`src/rtl/core_scheduler.sv`:
```
`default_nettype none
// +----------------------------------------------------------------------------+
// | core_scheduler: round-robin job dispatch from the input FIFO to NUM_CORES  |
// | hash cores; results are written to the output FIFO in dispatch order.      |
// | Rev 1.0                                                                    |
// +----------------------------------------------------------------------------+
module core_scheduler #(
    parameter int NUM_CORES  = 4,
    parameter int DATA_WIDTH = 256,
    parameter int CIDX_W     = (NUM_CORES > 1) ? $clog2(NUM_CORES) : 1
) (
    input  logic                            i_clk,
    input  logic                            i_reset,
    input  logic                            i_enable,
    input  logic [DATA_WIDTH-1:0]           i_in_fifo_data,
    input  logic                            i_in_fifo_empty,
    output logic                            o_in_fifo_rd_en,
    output logic [NUM_CORES-1:0]            o_core_start,
    output logic [DATA_WIDTH-1:0]           o_core_data,
    input  logic [NUM_CORES-1:0]            i_core_done,
    input  logic [NUM_CORES*DATA_WIDTH-1:0] i_core_result,
    output logic [NUM_CORES-1:0]            o_core_ack,
    output logic                            o_out_fifo_wr_en,
    output logic [DATA_WIDTH-1:0]           o_out_fifo_data,
    input  logic                            i_out_fifo_alm_full,
    output logic                            o_idle,
    output logic                            o_error,
    output logic [31:0]                     o_jobs_dispatched,
    output logic [31:0]                     o_jobs_collected
);

    localparam int CNT_W = $clog2(NUM_CORES + 1);

    localparam logic [0:0] D_IDLE  = 1'b0;
    localparam logic [0:0] D_ISSUE = 1'b1;
    localparam logic [0:0] C_IDLE  = 1'b0;
    localparam logic [0:0] C_WRITE = 1'b1;

    logic [0:0]            r_dstate, w_dstate_nxt;
    logic [0:0]            r_cstate, w_cstate_nxt;
    logic [NUM_CORES-1:0]  r_busy, w_busy_nxt;
    logic [CIDX_W-1:0]     r_rr_ptr;
    logic [CIDX_W-1:0]     r_q [NUM_CORES];
    logic [CIDX_W-1:0]     r_head, r_tail;
    logic [CNT_W-1:0]      r_count, w_count_nxt;

    logic                  r_rd_en, r_wr_en, r_idle, r_error;
    logic [NUM_CORES-1:0]  r_start, r_ack;
    logic [DATA_WIDTH-1:0] r_core_data, r_out_data;
    logic [31:0]           r_disp, r_coll;

    logic                  w_sel_found;
    logic [CIDX_W-1:0]     w_sel;
    logic [CIDX_W-1:0]     w_head_core;
    logic [NUM_CORES-1:0]  w_sel_oh, w_head_oh;
    logic                  w_dispatch, w_collect, w_retire, w_done_err, w_idle_nxt;

    function automatic logic [CIDX_W-1:0] f_inc(input logic [CIDX_W-1:0] p);
        if (int'(p) == NUM_CORES - 1) return '0;
        return p + 1'b1;
    endfunction

    // First free core at or after the round-robin pointer, wrapping.
    always_comb begin
        int                v_idx;
        logic [CIDX_W-1:0] v_cidx;
        w_sel_found = 1'b0;
        w_sel       = '0;
        v_idx       = 0;
        v_cidx      = '0;
        for (int i = 0; i < NUM_CORES; i++) begin
            v_idx  = (int'(r_rr_ptr) + i) % NUM_CORES;
            v_cidx = v_idx[CIDX_W-1:0];
            if (!w_sel_found && !r_busy[v_cidx]) begin
                w_sel_found = 1'b1;
                w_sel       = v_cidx;
            end
        end
    end

    always_comb begin
        w_dstate_nxt = r_dstate;
        case (r_dstate)
            D_IDLE:  if (w_dispatch) w_dstate_nxt = D_ISSUE;
            D_ISSUE: w_dstate_nxt = D_IDLE;
            default: w_dstate_nxt = D_IDLE;
        endcase
        w_cstate_nxt = r_cstate;
        case (r_cstate)
            C_IDLE:  if (w_collect) w_cstate_nxt = C_WRITE;
            C_WRITE: w_cstate_nxt = C_IDLE;
            default: w_cstate_nxt = C_IDLE;
        endcase
    end

    always_comb begin
        w_head_core = r_q[r_head];
        w_dispatch  = (r_dstate == D_IDLE) && i_enable && !i_in_fifo_empty && w_sel_found;
        w_collect   = (r_cstate == C_IDLE) && (r_count != '0) && i_core_done[w_head_core]
                      && !i_out_fifo_alm_full;
        w_retire    = (r_cstate == C_WRITE);
        w_done_err  = (r_cstate == C_IDLE) && (|(i_core_done & ~r_busy));

        w_sel_oh            = '0;
        w_sel_oh[w_sel]     = w_dispatch;
        w_head_oh           = '0;
        w_head_oh[w_head_core] = 1'b1;

        w_busy_nxt = (r_busy | w_sel_oh) & ~(w_retire ? w_head_oh : '0);

        w_count_nxt = r_count;
        if (w_dispatch && !w_retire)
            w_count_nxt = r_count + 1'b1;
        else if (!w_dispatch && w_retire)
            w_count_nxt = r_count - 1'b1;

        w_idle_nxt = (w_busy_nxt == '0) && (w_count_nxt == '0);
    end

    always_ff @(posedge i_clk or posedge i_reset) begin
        if (i_reset) begin
            r_dstate    <= D_IDLE;
            r_cstate    <= C_IDLE;
            r_busy      <= '0;
            r_rr_ptr    <= '0;
            r_head      <= '0;
            r_tail      <= '0;
            r_count     <= '0;
            r_rd_en     <= 1'b0;
            r_start     <= '0;
            r_core_data <= '0;
            r_wr_en     <= 1'b0;
            r_ack       <= '0;
            r_out_data  <= '0;
            r_idle      <= 1'b1;
            r_error     <= 1'b0;
            r_disp      <= '0;
            r_coll      <= '0;
        end else begin
            r_dstate <= w_dstate_nxt;
            r_cstate <= w_cstate_nxt;
            r_busy   <= w_busy_nxt;
            r_count  <= w_count_nxt;
            r_idle   <= w_idle_nxt;
            r_rd_en  <= w_dispatch;
            r_start  <= w_sel_oh;
            r_wr_en  <= w_collect;
            r_ack    <= w_collect ? w_head_oh : '0;
            if (w_dispatch) begin
                r_core_data <= i_in_fifo_data;
                r_tail      <= f_inc(r_tail);
                r_rr_ptr    <= f_inc(w_sel);
                r_disp      <= r_disp + 32'd1;
            end
            if (w_collect)
                r_out_data <= i_core_result[w_head_core*DATA_WIDTH +: DATA_WIDTH];
            if (w_retire) begin
                r_head <= f_inc(r_head);
                r_coll <= r_coll + 32'd1;
            end
            if (w_done_err)
                r_error <= 1'b1;
        end
    end

    // Queue storage needs no reset: entries are only read while count > 0.
    always_ff @(posedge i_clk) begin
        if (w_dispatch)
            r_q[r_tail] <= w_sel;
    end

    assign o_in_fifo_rd_en   = r_rd_en;
    assign o_core_start      = r_start;
    assign o_core_data       = r_core_data;
    assign o_core_ack        = r_ack;
    assign o_out_fifo_wr_en  = r_wr_en;
    assign o_out_fifo_data   = r_out_data;
    assign o_idle            = r_idle;
    assign o_error           = r_error;
    assign o_jobs_dispatched = r_disp;
    assign o_jobs_collected  = r_coll;

endmodule
`default_nettype wire

```
`config.mk`:
```
export PLATFORM = sky130hd
export DESIGN_NAME = core_scheduler
export DESIGN_NICKNAME = d
export VERILOG_FILES = /design/src/rtl/core_scheduler.sv
export SDC_FILE = /design/constraint.sdc
export NUM_CORES = 2
export LEC_CHECK = 0
export CAP_MARGIN = 0
export CORE_AREA = 3 3 731 733
export DETAILED_ROUTE_END_ITERATION = 8
export DIE_AREA = 0 0 734 736
export PLACE_DENSITY = 0.35
export REMOVE_ABC_BUFFERS = 1
export SLEW_MARGIN = 5
export SYNTH_ARGS = -nofsm -noshare
export SYNTH_HDL_FRONTEND = slang
export SYNTH_SLANG_ARGS = --single-unit
export TNS_END_PERCENT = 50
```
`constraint.sdc`:
```
create_clock -name i_clk -period 24.7 [get_ports i_clk]
set_input_delay 7.41 -clock i_clk [delete_from_list [all_inputs] [get_ports i_clk]]
set_output_delay 7.41 -clock i_clk [all_outputs]
set_load 0.005 [all_outputs]
```
==> reports/metrics.csv <==
stage,metric,value,unit
outcome,status,completed,
floorplanning,Core Rows,267,
floorplanning,Die ar.,540200,um^2
yosys,Synth top area share,49.45,%
yosys,post-synthesis sequential area ratio,50.33,%
sta,relative slew slack,22.37,%
worst_setup_path,CP arrival,12.03,ns
worst_setup_path,"critical path fanouts, max",54,
floorplanning,Die Wd,734,um
min_path,Hold Crit Class,reg -> reg,
sta,minimum clock period,11.35,ns
power,Sequential Power Share,23.9,%
power,P_int,4.094,mW
clocking,Root Buffer,clkbuf_16,
clocking,CTS H-tree depth,3,
floorplanning,Die H,736,um
power,worst vdd ir,0.07584,mV
sta,Least-Margin Pin Slew,1.164,ns
clocking,post_cts resized,0,
yosys,synth unique cells,48,
clocking,Num Clock Sinks,611,
global_routing,first-pass GRT wire length,513800,um
clocking,TritonCTS Buffers,102,
clocking,CTS tree,built,
power,sw frac,40.82,%
clocking,clock slew at reported path FFs,0.05,ns
clocking,Post-CTS Repair Setup Buffers,0,
yosys,complex-gate fraction of the synthesized area,0.7927,%
finish,layout cells sized above 1,16.85,%
sta,Max Clk Rate,88.10,MHz
floorplanning,Core Area,528500,um^2
drt,1st-pass router iterations,5,
drt,Post-Route WL,438200,um
global_routing,largest net degree at the start of global routing,111,
placed_design,dpl cell area,57560,um^2
finish,Final #Nets,5503,
yosys,synth warn,0,
run,Max-Cap Viols,0,
sta,"Hold Violations, Final",0,
sta,# setup viols final,0,
yosys,post-synthesis cell count,2334,
floorplanning,Starting Density,5.764,%
placed_design,GP Congestion,1.008,
worst_setup_path,crit start category,primary input,
drt,drc violations,0,
power,combinational share of power,53.4,%
sta,Final Max Slew Viols,0,
clocking,clk_lat worst skew,0.84,ns
placed_design,Place WS,12.55,ns
finish,FILL cells,60210,
drt,Final ANT Viol Nets,0,
power,part of the power in the clock network,22.7,%
sta,setup TNS,0,ns
finish,"commonest non-fill, non-tap cell in the layout",clkdlybuf4s50_1,
worst_setup_path,Critical Path RT,25.37,ns
floorplanning,num ports,1877,
yosys,largest family of logic cells by synthesized area,multiplexers,
worst_setup_path,Worst Setup End Kind,register,
placed_design,PortBufs,1876,
clocking,deepest clock path buffer count,4,
global_routing,initial antenna violation count,507,
drt,1st-iter DRT viols,1982,
yosys,simple logic cell fraction of the synthesized area,12.01,%
power,total net switching power,2.824,mW
power,Design Power,6.918,mW
power,pwr/cell area,112.9,nW/um^2
finish,Layout area overhead,101.2,%
sta,skew final,0.04675,ns
placed_design,detailed placement HPWL,393100,um
global_routing,number of global-route vias before repair,31800,
yosys,"flops & latches, synth",611,
sta,unrepaired setup endpoints after global routing,no,
yosys,Syn Std Cell Area,30460,um^2
global_routing,total track usage,15.63,%
power,Leak,22.99,nW
yosys,Synth Area per Inst,13.05,um^2
yosys,ranking of synthesized cells by area,"dfrtp_1, mux4_2, mux2_4",
finish,most frequent cells in the layout,"clkdlybuf4s50_1, nand2_1, dfrtp_1",
clocking,CTS hold repair buffers,0,
sta,Hold Slack,0.4712,ns
yosys,cell taking the most area after synthesis,dfrtp_1,
drt,Vias per Instance,2.727,
drt,vias,31010,
yosys,mux contribution to synthesized area,31.56,%
worst_setup_path,kind of critical path,in -> reg,
yosys,Post-Synth Adder-Cell Area,0.5750,%
yosys,XOR/XNOR Fraction of Synth Area,1.869,%
drt,Routed WL per cell,38.54,um
sta,final worst slack,13.35,ns
finish,design area,61290,um^2
global_routing,global route total overflow,0,
sta,crit share post-route,45.96,%
==> layer usage <==
layer / GRT usage [%] / vias to the layer above / routed length, um
li1: - / 12110 / -
met1: 17.54 / 15540 / 168200
met2: 25.46 / 2232 / 199700
met3: 8.757 / 887 / 53570
met4: 3.857 / 234 / 14760
met5: 0.6142 / - / 2024
==> registers in the layout, indices dropped and copies added, names as in the netlist <==
| name | count |
|---|---|
| r_busy | 4 |
| o_error | 1 |
| o_out_fifo_wr_en | 1 |
| r_count | 3 |
| o_core_ack | 4 |
| o_jobs_collected | 32 |
| o_core_data | 256 |
| o_out_fifo_data | 256 |
| r_dstate | 1 |
| r_tail | 2 |
| o_core_start | 4 |
| o_jobs_dispatched | 32 |
| o_idle | 1 |
| r_q | 8 |
| r_cstate | 1 |
| o_in_fifo_rd_en | 1 |
| r_head | 2 |
| r_rr_ptr | 2 |
==> cells by family (layout without fill, tap and decap cells) <==
kind of cell             after synthesis  after routing
AO/OA/AOI/OAI                         38             38
adder cells (fa/ha/maj)               14             14
AND/OR/NAND/NOR                      915            915
multiplexers                         524            524
buffers and inverters                167           2111
other                                  0             97
XOR/XNOR                              65             65
flip-flops                           611            611
==> cell usage after synthesis (all sizes together) <==
cell,count
a22oi,1
clkbuf,55
or3b,1
xor2,16
xnor2,49
nor3b,1
nand2b,1
mux4,257
or3,2
mux2,260
o21bai,1
and4,9
o21ai,8
a221oi,1
nor3,12
nor4,5
nand2,803
and3,22
a21boi,1
nand3,27
a21o,1
buf,96
o31ai,1
and2,3
inv,16
edfxtp,8
dfstp,1
a2111oi,1
o22ai,4
o21a,2
o211ai,1
nand4,14
a31oi,5
dfrtp,602
nor2,15
a211oi,1
a21oi,10
mux2i,7
ha,14
==> stage by stage <==
stage               util (%)  cells
global placement       10.89  11090
detailed placement     10.89  11090
CTS                    11.55  11270
global route           11.57  11310
floorplan                  -   2183
finish                 11.60  11370
==> worst paths after layout <==
path                       cells after the start  slack, ns              endpoint           startpoint
min                                            2       0.47       o_core_data[89]      o_core_data[89]
min reg2reg                                    2       0.47       o_core_data[89]      o_core_data[89]
max in group asynchronous                      6      14.65  o_out_fifo_data[134]              i_reset
max reg2reg                                    8      18.80   o_out_fifo_data[36]            r_head[0]
max                                            9      13.35   o_out_fifo_data[36]  i_out_fifo_alm_full
min in group asynchronous                      2       7.03      o_core_data[180]              i_reset
==> critical path, stage by stage <==
cell and delay [ns]:
clkdlybuf4s50_1 0.41, a211oi_1 0.34, nand2_1 0.23, o22ai_4 0.22, buf_12 0.46, buf_4 0.67
buf_4 0.85, buf_4 0.73, mux2_4 0.35
==> power by group through the flow <==
| stage | sequential [mW] | clock (mW) | combinational, mW |
|---|---|---|---|
| after floorplan | 1.63 | 0 | 2.24 |
| after global placement | 1.66 | 0 | 3.84 |
| after detailed placement | 1.66 | 0 | 3.82 |
| after CTS | 1.66 | 1.66 | 3.85 |
| after global routing | 1.70 | 1.68 | 3.91 |
| final | 1.65 | 1.57 | 3.69 |
==> final cells by class <==
class                   count  area, um^2  share of cell area (%)
inverters                  16       75.07                  0.1225
well taps                6994        8751                   14.28
flip-flops and latches    611       15330                   25.02
clock inverters            35       483.0                  0.7880
diodes                     97       242.7                  0.3961
clock buffers             147        3004                   4.902
multi-input cells        1556       14290                   23.32
repair buffers           1913       19110                   31.18
(Power assumes the default switching activity.)
